`config.mk`:
```
export PLATFORM = sky130hd
export DESIGN_NAME = vcache_req_arbiter
export DESIGN_NICKNAME = d
export VERILOG_FILES = /design/src/rtl/vcache_req_arbiter.sv
export SDC_FILE = /design/constraint.sdc
export NUM_CORES = 1
export LEC_CHECK = 0
export BUFFER_PORTS_ARGS = -buffer_cell sky130_fd_sc_hd__buf_2
export CAP_MARGIN = 0
export CORE_AREA = 4 4 177 179
export DETAILED_ROUTE_END_ITERATION = 8
export DIE_AREA = 0 0 181 183
export PLACE_DENSITY = 0.36
export SETUP_SLACK_MARGIN = 0.1
export SLEW_MARGIN = 10
export SYNTH_ARGS = -nofsm -noshare
export SYNTH_HDL_FRONTEND = slang
export SYNTH_SLANG_ARGS = --single-unit
```
`constraint.sdc`:
```
create_clock -name clk_i -period 4 [get_ports clk_i]
set_input_delay 0.4 -clock clk_i [delete_from_list [all_inputs] [get_ports clk_i]]
set_output_delay 0.4 -clock clk_i [all_outputs]
set_load 0.03 [all_outputs]
```
`src/rtl/vcache_req_arbiter.sv`:
```
// vcache_req_arbiter: round-robin N:1 vcache request arbiter with an in-order id FIFO that routes responses back.
// Optional per-requester grant/stall counters when VCACHE_REQ_ARBITER_STATS_EN is defined.
module vcache_req_arbiter #(
  parameter int num_req_p = 4,
  parameter int addr_width_p = 32,
  parameter int data_width_p = 32,
  parameter int els_p = 8,
  localparam int pkt_width_lp = 6 + addr_width_p + data_width_p + data_width_p / 8,
  localparam int id_width_lp = (num_req_p > 1) ? $clog2(num_req_p) : 1
) (
  input  logic                              clk_i,
  input  logic                              reset_n_i,
  input  logic [num_req_p-1:0]              req_v_i,
  input  logic [num_req_p*pkt_width_lp-1:0] req_pkt_i,
  output logic [num_req_p-1:0]              req_ready_o,
  output logic                              cache_v_o,
  output logic [pkt_width_lp-1:0]           cache_pkt_o,
  input  logic                              cache_ready_i,
  input  logic                              cache_v_i,
  input  logic [data_width_p-1:0]           cache_data_i,
  output logic                              cache_yumi_o,
  output logic [num_req_p-1:0]              resp_v_o,
  output logic [data_width_p-1:0]           resp_data_o,
  input  logic [num_req_p-1:0]              resp_yumi_i,
`ifdef VCACHE_REQ_ARBITER_STATS_EN
  output logic [num_req_p*32-1:0]           stat_grant_o,
  output logic [num_req_p*32-1:0]           stat_stall_o,
`endif
  output logic                              err_o
);
  localparam int ptr_w_lp = $clog2(els_p);
  logic [id_width_lp-1:0] last_q, last_d, grant_id, head_id;
  logic [id_width_lp-1:0] mem_q [els_p];
  logic [ptr_w_lp-1:0] wptr_q, rptr_q;
  logic [ptr_w_lp:0] cnt_q, cnt_d;
  logic [pkt_width_lp-1:0] pkts [num_req_p];
  logic err_q, err_d, full, empty, any_v, push, pop, resp_ok;
  for (genvar g = 0; g < num_req_p; g++) begin : g_pkt
    assign pkts[g] = req_pkt_i[g*pkt_width_lp +: pkt_width_lp];
  end
  assign full = cnt_q == (ptr_w_lp+1)'(els_p);
  assign empty = cnt_q == '0;
  assign any_v = |req_v_i;
  assign cache_v_o = any_v & ~full;
  assign push = cache_v_o & cache_ready_i;
  assign head_id = mem_q[rptr_q];
  assign resp_ok = cache_v_i & ~empty;
  assign pop = resp_ok & resp_yumi_i[head_id];
  assign cache_yumi_o = pop;
  assign resp_data_o = cache_data_i;
  assign cache_pkt_o = any_v ? pkts[grant_id] : '0;
  assign err_o = err_q;
  assign cnt_d = cnt_q + (ptr_w_lp+1)'(push) - (ptr_w_lp+1)'(pop);
  assign last_d = push ? grant_id : last_q;
  assign err_d = err_q | (cache_v_i & empty);
  // lowest requester above last_q wins; otherwise lowest at or below it (wrap)
  always_comb begin
    grant_id = last_q;
    for (int i = num_req_p - 1; i >= 0; i--)
      if (req_v_i[i] && i <= int'(last_q)) grant_id = id_width_lp'(i);
    for (int i = num_req_p - 1; i >= 0; i--)
      if (req_v_i[i] && i > int'(last_q)) grant_id = id_width_lp'(i);
  end
  always_comb begin
    req_ready_o = '0;
    req_ready_o[grant_id] = push;
    resp_v_o = '0;
    resp_v_o[head_id] = resp_ok;
  end
  always_ff @(posedge clk_i) begin
    if (!reset_n_i) begin
      wptr_q <= '0;
      rptr_q <= '0;
      cnt_q <= '0;
      last_q <= id_width_lp'(num_req_p - 1);
      err_q <= 1'b0;
    end else begin
      if (push) mem_q[wptr_q] <= grant_id;
      if (push) wptr_q <= wptr_q + 1'b1;
      if (pop) rptr_q <= rptr_q + 1'b1;
      cnt_q <= cnt_d;
      last_q <= last_d;
      err_q <= err_d;
    end
  end
`ifdef VCACHE_REQ_ARBITER_STATS_EN
  logic [31:0] grant_cnt_q [num_req_p];
  logic [31:0] stall_cnt_q [num_req_p];
  for (genvar g = 0; g < num_req_p; g++) begin : g_stat
    always_ff @(posedge clk_i) begin
      if (!reset_n_i) begin
        grant_cnt_q[g] <= '0;
        stall_cnt_q[g] <= '0;
      end else begin
        if (req_v_i[g] & req_ready_o[g] & ~&grant_cnt_q[g]) grant_cnt_q[g] <= grant_cnt_q[g] + 1'b1;
        if (req_v_i[g] & ~req_ready_o[g] & ~&stall_cnt_q[g]) stall_cnt_q[g] <= stall_cnt_q[g] + 1'b1;
      end
    end
    assign stat_grant_o[g*32 +: 32] = grant_cnt_q[g];
    assign stat_stall_o[g*32 +: 32] = stall_cnt_q[g];
  end
`endif
endmodule

```
---- Word level (Yosys, flattened, before mapping) ----
Memory sizes are Yosys's and may differ from the RTL's. A register that Yosys moved wholly into a read port is not among the register bits.
Index checks and enable logic that the tools add are counted.
word-level totals
  flip-flop bits (word level) ............. 13
  bits in writable memories ............... 16
  output and inout bits ................... 117
  logic and storage cells ................. 65
  memories ................................ 1
cells by class
  $add $sub $neg .......................... 4
  order comparisons ....................... 11
  eq/ne operators ......................... 1
  multiplexer cells ....................... 22
  bitwise operators ....................... 11
  reductions and logical operators ........ 10
memories
  memory  words  width  rd ports  clocked after memory_dff  write ports  line  text
  mem_q   8      2      1         1                         1            33    logic [id_width_lp-1:0] mem_q [els_p];
operators with widths
  cell                                                                                  number
  74-bit two-way mux                                                                    3
  74-bit binary-select mux with 2-bit select                                            1
  2-bit two-way mux                                                                     7
  4-bit AND                                                                             2
  1-bit logical AND                                                                     8
  3-bit by 1-bit adder with 3-bit output (second input constant)                        2
  2-bit by 3-bit < comparator with 1-bit output (second input constant)                 2
  1-bit two-way mux                                                                     6
  3-bit two-way mux                                                                     2
  1-bit AND                                                                             5
  4-bit by 1-bit adder with 4-bit output                                                1
  1-bit demux with 2-bit select                                                         2
  4-bit == test (second input constant)                                                 1
  2-bit by 1-bit greater-or-equal comparator with 1-bit output (second input constant)  2
  2-bit greater-than comparator (first input constant)                                  2
  2-bit <= comparator (first input constant)                                            2
  4-bit zero test                                                                       1
  4-bit OR reduction                                                                    1
  4-bit by 1-bit subtractor with 4-bit output                                           1
  3-bit greater-or-equal comparator (second input constant)                             1
  2-bit NOT with 3-bit output                                                           1
  1-bit binary-select mux with 2-bit select                                             1
  1-bit by 2-bit greater-than comparator with 1-bit output (first input constant)       1
  1-bit by 2-bit <= comparator with 1-bit output (first input constant)                 1
  2 further kinds                                                                       3

---- Logic depth before layout (Yosys ltp) ----
Gate-level depths: netlist of the first run.
  depth in word-level cells ............... 14
  gate-level depth with buffers ........... 12
  gate-level depth less buffers ........... 10

---- Worst setup path before layout of the first run ----
OpenSTA, ideal clock, no wires.
  kind .................................... register to register
  start point ............................. register (tool-made name)
  end point ............................... register cnt_q[2]
  setup time .............................. 0.115 ns
  data arrival time ....................... 3.018 ns
  required time ........................... 3.885 ns
  slack ................................... 0.867 ns
  cell stages (with the launch flop) ...... 12
  buffers on the path ..................... 2
  clock period less this slack ............ 3.133 ns
  cells stage by stage .................... dfxtp_1 > buf_6 > mux2_1 > mux4_2 > mux4_2 > and2_4 > buf_6 > xnor2_1 > ha_1 > fa_1 > xor2_1 > and2_1
RTL lines
  item                  line  text
  to (signal assigned)  81    cnt_q <= cnt_d;
  to (decl)             35    logic [ptr_w_lp:0] cnt_q, cnt_d;

==> qor.yml, run 1 <==
power_and_ir_drop:
  swShare: 0.4994
  ir_drop_mv: 0.1600
  pwr-share-comb: 0.714
  power_density_mw_per_mm2: 454.1
  power.leakage_uw: 0.002964
  p_switching_uw: 1415
  seqPwrFrac: 0.158
  finalPower_uw: 2834
  clkPwrFrac: 0.128
  internal-power_uw: 1419
critical_path:
  cpPeakStageDelay_ns: 0.52
  crit_path_cell_trace: "mux2_1 -> mux4_2 -> mux4_2 -> and2_4 -> xnor2_1 -> ha_1 -> fa_1 -> xor2_1 -> and2_1"
  crit_arrival_ns: 3.40
  cp_common_cell: "mux4_2"
  cp_top_family: "multiplexers"
  cp.required_ns: 4.17
  crit_fanout: 7
  crit_buf_inv: 0
  crit_path_top_delay_cell: "mux4_2"
  start_kind: "register"
  path_class: "reg -> reg"
  end_kind: "register"
floorplanning:
  fp.dieH_um: 183
  num_rows: 63
  fp.coreArea_mm2: 0.02956
  die_w_um: 181
  start_util: 0.1318
  io_pins: 457
  dieArea_mm2: 0.03312
synth:
  ys_seq_area_frac: 0.2055
  synth_xor_area_frac: 0.01124
  synth_top_family_by_area: "multiplexers"
  synth_area_per_cell_um2: 8.835
  synth_compound_area_frac: 0.2229
  synth_fa_ha_area_frac: 0.02762
  synth_ff_type: "edfxtp_1"
  synthesis.instances: 441
  synth_cell_types: 42
  synthMuxAreaShare: 0.2678
  syn-num-nets: 789
  ys_ff_latch: 32
  netlist_area_mm2: 0.003896
  async_flop_share: 0
  yosys_warnings: 0
  synthSimpleGateAreaFrac: 0.1480
  synth_edf_count: 16
job:
  maxCapViolCount: 0
placed_design:
  dp_hpwl_um: 19090
  dpl_cell_area_mm2: 0.006098
  io_buffers: 392
  dp.cells: 1159
  place_congestion: 0.8344
global_routing:
  antenna_found_initial: 3
  grt_start_max_net_pins: 54
  track_usage: 0.1261
  grt_first_pass_wirelength_um: 32600
  grt_pass1_vias: 5053
  overflow: 0
cts:
  clockBufferDepth: 2
  cts_resized: 0
  htreeDepth: 2
  cts.sinks: 32
  cts_tree: "done"
  cts_hold_buf: 0
  clk-insertion-delay-late_ns: 0.27
  cts_root_buf: "clkbuf_16"
  cts_setup_buffers: 0
  clkTransAtPathRegs_ns: 0.05
  cts_buffers: 5
finish:
  final_nets: 1124
  seqCellArea_um2: 800.8
  fillers: 3375
  final_area_mm2: 0.006241
  drive_gt1_frac: 0.6461
  multi_input_area_mm2: 0.002686
  final_cell_count_no_fill: 1169
  area_growth_pct: 60.18
sta:
  setup_viol: 0
  relSlewSlack: 0.4441
  worstMarginPinSlew_ns: 0.8288
  fmax_ghz: 0.3089
  finalHoldViolCount: 0
  slew_violations: 0
  rsz0062_at_grt: "no"
  tns_ns: 0
  post-route-period-util: 0.8093
  finalCriticalPeriod_ns: 3.237
  clock-skew-final_ns: 0.002959
  fin_hold_ws_ns: 0.4186
route:
  drtPass1Iterations: 8
  finalWirelength_um: 23110
  via_count: 5068
  drt-wirelength-per-cell_um: 19.77
  drc: 0
  drt_iter0_drc: 508
  ant_nets: 0
  viasPerCell: 4.335
min_path:
  hold_path_class: "in -> reg"
run_status:
  outcome: "complete, no violations"
[flip-flops by register name, indices dropped and copies added (netlist names), named ones only]
name / count
err_o: 1
cnt_q: 4
last_q: 2
wptr_q: 3
rptr_q: 3
mem_q: 16
[cells in the final DEF (no fill, tap or decap), drive strengths merged, types with 7 or more instances in the layout]
master | netlist | layout
nand2 | 15 | 15
nor2 | 80 | 80
mux2 | 79 | 79
dfxtp | 16 | 16
and2 | 8 | 8
inv | 7 | 7
clkbuf | 35 | 7
a222oi | 74 | 74
edfxtp | 16 | 16
buf | 42 | 405
ha | 7 | 7
[power by group through the flow]
stage	Combinational [µW]	Sequential, µW	Clock [µW]
global route	2180	456	388
finish	2020	447	363
global placement	2050	456	0
floorplan	1450	437	0
CTS	2050	449	374
detailed placement	2040	455	0
[stage by stage]
step / setup WS, ns / utilization
after floorplan: 0.8667 / -
after global placement: 0.7809 / 0.2063
after detailed placement: 0.7414 / 0.2063
after CTS: 0.7078 / 0.2110
after global routing: 0.5578 / 0.2111
final: 0.7629 / 0.2111
[worst reg2reg max path: stages, from the launching register on]
cell	delay [ns]
dfxtp_1	0.50
mux2_1	0.36
mux4_2	0.52
mux4_2	0.48
and2_4	0.21
xnor2_1	0.12
ha_1	0.22
fa_1	0.41
xor2_1	0.17
and2_1	0.15
[final cells by class]
class	instances	share of cell area
inverter	7	0.004210
antenna	2	0.0008019
timing repair buffer	405	0.3360
sequential	32	0.1283
multi-input combinational	325	0.4304
tap	390	0.07819
clock inverter	1	0.0008019
clock buffer	7	0.02125
[synth_stat cells, types with 5 or more instances]
| master | instances | area (µm²) |
|---|---|---|
| nor3_1 | 6 | 30.03 |
| nand2_1 | 15 | 56.30 |
| ha_1 | 7 | 87.58 |
| inv_1 | 7 | 26.28 |
| nand2b_1 | 5 | 31.28 |
| a222oi_1 | 74 | 740.7 |
| clkbuf_1 | 35 | 131.4 |
| edfxtp_1 | 16 | 480.5 |
| buf_4 | 32 | 240.2 |
| dfxtp_1 | 16 | 320.3 |
| and2_1 | 7 | 43.79 |
| nor2_1 | 80 | 300.3 |
| mux2_2 | 75 | 844.6 |
| mux2i_1 | 6 | 60.06 |
[cells by family after synthesis]
group                      count (synthesis)
AOI/OAI and AO/OA                         93
xor gates and xnor gates                   5
adders and majority gates                  8
buffers and inverters                     84
DFF                                       32
muxes                                     89
and+or+nand+nor                          130
[layer usage]
| layer | share of wire | global-route usage |
|---|---|---|
| met5 | 0.00052 | 0 |
| met4 | 0.0076 | 0.01711 |
| met3 | 0.087 | 0.03530 |
| met2 | 0.50 | 0.2188 |
| met1 | 0.41 | 0.1612 |
[path summary, 6_finish.rpt]
path / end / start / cells past startpoint / slack (ns)
max: cnt_q[2] / register / 9 / 0.76
min: err_o / cache_v_i / 3 / 0.42
max reg2reg: cnt_q[2] / register / 9 / 0.76
min reg2reg: register / rptr_q[2] / 2 / 0.48
Power figures use the tool's default switching activity.
==> inputs of run 2 (changes only) <==
CORE_AREA = 4 4 175 177   (was 4 4 177 179)
DIE_AREA = 0 0 179 181   (was 0 0 181 183)
PLACE_DENSITY = 0.38   (was 0.36)
clock period = 2.85 ns   (was 4 ns; I/O delays follow)
==> run 2 against run 1 <==
Net effect: the flow now finishes with violations (negative setup slack); critical path depth did not move; worst hold slack got worse by 0.095 ns; routed wire length rose by 11%; design area rose by 16%; sequential power rose by 40%; first-iteration DRC count fell by 15%; die area is 2.2% lower; non-clock buffer count increased by 50; combinational power grew 78%; clock skew about the same; register-to-register slack worse by 0.80 ns; critical path type unchanged; largest cell class is now non-clock buffers; largest power group unchanged.
==> qor.yml, run 2 (synthesis results as in run 1) <==
run_status:
  outcome: "finished, violations left"
  violations: "negative setup slack"
critical_path:
  crit_fanout: 5  # -2
  cp_common_cell: "mux4_2"
  timing.rr.end: "cnt_q[2]"
  cp.required_ns: 3.02  # -1.15 ns
  cpPeakStageDelay_ns: 0.51  # about the same
  reg2reg_slack_ns: -0.03  # -0.80 ns
  path_class: "reg -> reg"
  r2r_cells: 9  # unchanged
  crit_arrival_ns: 3.05  # -0.35 ns
  start_kind: "register"
  end_kind: "register"
  crit_path_cell_trace: "mux2_4 -> mux4_2 -> mux4_2 -> and2_4 -> xnor2_2 -> ha_2 -> fa_2 -> xor2_1 -> and2_1"
  crit_path_top_delay_cell: "mux4_2"
route:
  via_count: 5387  # +6.3%
  ant_nets: 0  # unchanged
  drt-wirelength-per-cell_um: 21.10  # +6.7%
  drt_iter0_drc: 431  # -15%
  drtPass1Iterations: 6  # -2
  viasPerCell: 4.423  # +2.0%
  finalWirelength_um: 25700  # +11%
  drc: 0  # unchanged
finish:
  largest_reg_flops: 16  # unchanged
  top_register: "mem_q"
  seqCellArea_um2: 809.5  # +1.1%
  drive_gt1_frac: 0.6856  # +0.03954
  area_growth_pct: 85.42
  layout_common_cells: "buf_2 (363), nor2_1 (80), a222oi_1 (74)"
  final_nets: 1174  # +4.4%
  reg.largest.list: "mem_q x16, cnt_q x4"
  final_common_cell: "buf_2"
  fillers: 3258  # -3.5%
  final_cell_count_no_fill: 1218  # +4.2%
  multi_input_area_mm2: 0.002823  # +5.1%
sta:
  worst_slack_ns: -0.03474  # -0.7976 ns
  finalHoldViolCount: 0  # unchanged
  relSlewSlack: 0.5641  # +0.1199
  setup_viol: 1  # +1
  post-route-period-util: 1.012  # +0.2029
  fmax_ghz: 0.3467  # +12%
  worstMarginPinSlew_ns: 0.6509  # -0.1779 ns
  rsz0062_at_grt: "yes"
  clock-skew-final_ns: 0.003330  # +0.0003709 ns
  slew_violations: 0  # unchanged
  finalCriticalPeriod_ns: 2.885  # -0.3524 ns
power_and_ir_drop:
  pwr-share-comb: 0.746  # +0.032
  clkPwrFrac: 0.124  # -0.004
  swShare: 0.4529  # -0.04657
  p_switching_uw: 2184  # +54%
  power.leakage_uw: 0.003461  # +17%
  power_density_mw_per_mm2: 667.5  # +47%
  internal-power_uw: 2639  # +86%
  ir_drop_mv: 0.2550  # +59%
  seqPwrFrac: 0.130  # -0.028
  finalPower_uw: 4823  # +70%
cts:
  htreeDepth: 2  # unchanged
  cts_tree: "done"
  cts_hold_buf: 0  # unchanged
  clk-insertion-delay-late_ns: 0.27  # about the same
  cts_buffers: 5  # unchanged
  cts.sinks: 32  # unchanged
  cts_root_buf: "clkbuf_16"
  clockBufferDepth: 2  # unchanged
  clkTransAtPathRegs_ns: 0.05  # about the same
global_routing:
  overflow: 0  # unchanged
  track_usage: 0.1384  # +0.01226
  antenna_found_initial: 6  # +3
  grt_first_pass_wirelength_um: 33990  # +4.3%
  grt_start_max_net_pins: 76  # +41%
  grt_pass1_vias: 5184  # +2.6%
min_path:
  worstHoldEndpoint: "err_o"
  worstHoldStart: "cache_v_i"
  hold_path_class: "in -> reg"
  hold_depth: 3  # unchanged
floorplanning:
  dieArea_mm2: 0.03240  # -2.2%
  fp.dieH_um: 181  # -1.1%
  start_util: 0.1332  # +0.001421
  io_pins: 457  # unchanged
  die_w_um: 179  # -1.1%
  fp.coreArea_mm2: 0.02924  # -1.1%
  num_rows: 63  # unchanged
placed_design:
  place_congestion: 0.9443  # +13%
  dp_hpwl_um: 19770  # +3.6%
  dp.cells: 1175  # +1.4%
  io_buffers: 392  # unchanged
job:
  maxCapViolCount: 0  # unchanged
[run 2: cell count changes in the layout (fill, tap and decap cells not counted), moves of 14 or more]
| cell | change |
|---|---|
| mux2_2 | -23 |
| buf_4 | +42 |
| buf_12 | +14 |
| buf_2 | -29 |
| mux2_4 | +26 |
| buf_6 | +14 |
[run 2: per-layer routing]
layer | track usage | part of all wire | vias to the layer above | wire length, µm
li1 | - | - | 2483 | -
met4 | 0.02119 | 0.013 | 4 | 335
met5 | 0 | 0.0011 | - | 27
met2 | 0.2345 | 0.49 | 293 | 12490
met3 | 0.04541 | 0.092 | 23 | 2353
met1 | 0.1740 | 0.41 | 2584 | 10500
[run 2: final cells by class]
cell class | count | area share
Timing Repair Buffer | 455 | 0.4025
Antenna cell | 1 | 0.0003464
Sequential cell | 32 | 0.1121
Inverter | 7 | 0.003637
Multi-Input combinational cell | 325 | 0.3907
Tap cell | 390 | 0.06754
Clock buffer | 5 | 0.01732
Clock inverter | 3 | 0.005888
[run 2: timing repair]
item | 4_1_cts | 5_1_grt
gates cloned | 2 | 3
setup buffers | 3 | 26
gates resized for setup | 3 | 114
endpoints found under the setup margin | 34 | 26
pin swaps | 3 | 57
[run 2: how the worst max path moves through the flow]
stage | startpoint | end | depth (start not counted)
global placement | register | cnt_q[2] | 9
finish | register | cnt_q[2] | 9
CTS | register | cnt_q[2] | 9
detailed placement | register | cnt_q[2] | 9
floorplan | register | cnt_q[2] | 11
global route | register | cnt_q[2] | 9
[run 2: critical path: cells and delay by family (launching register included)]
| kind | cells | cell delay, ns |
|---|---|---|
| mux | 3 | 1.28 |
| fa+ha+maj | 2 | 0.52 |
| flops | 1 | 0.39 |
| simple gates | 2 | 0.32 |
| xor+xnor | 2 | 0.26 |
[run 2: power by group through the flow]
stage	logic (µW)	clock network, µW	registers, µW
final	3600	600	625
after global routing	3850	638	632
after CTS	3180	611	625
after detailed placement	3050	0	631
after global placement	3060	0	633
after floorplan	2060	0	615
[run 2: stage by stage]
step                      hold WS (ns)  setup TNS, ns  utilization  worst slack, ns  instance area (µm²)
after detailed placement        0.4805        -0.1342       0.2173         -0.08388                 6356
after global placement          0.4679        -0.1520       0.2173         -0.09250                 6356
after global routing            0.3708        -0.2361       0.2470          -0.1034                 7224
after floorplan                 0.4516        -0.4230            -          -0.1717                 3925
final                           0.3239       -0.03474       0.2470         -0.03474                 7224
after CTS                       0.3123       -0.04819       0.2268         -0.04819                 6634
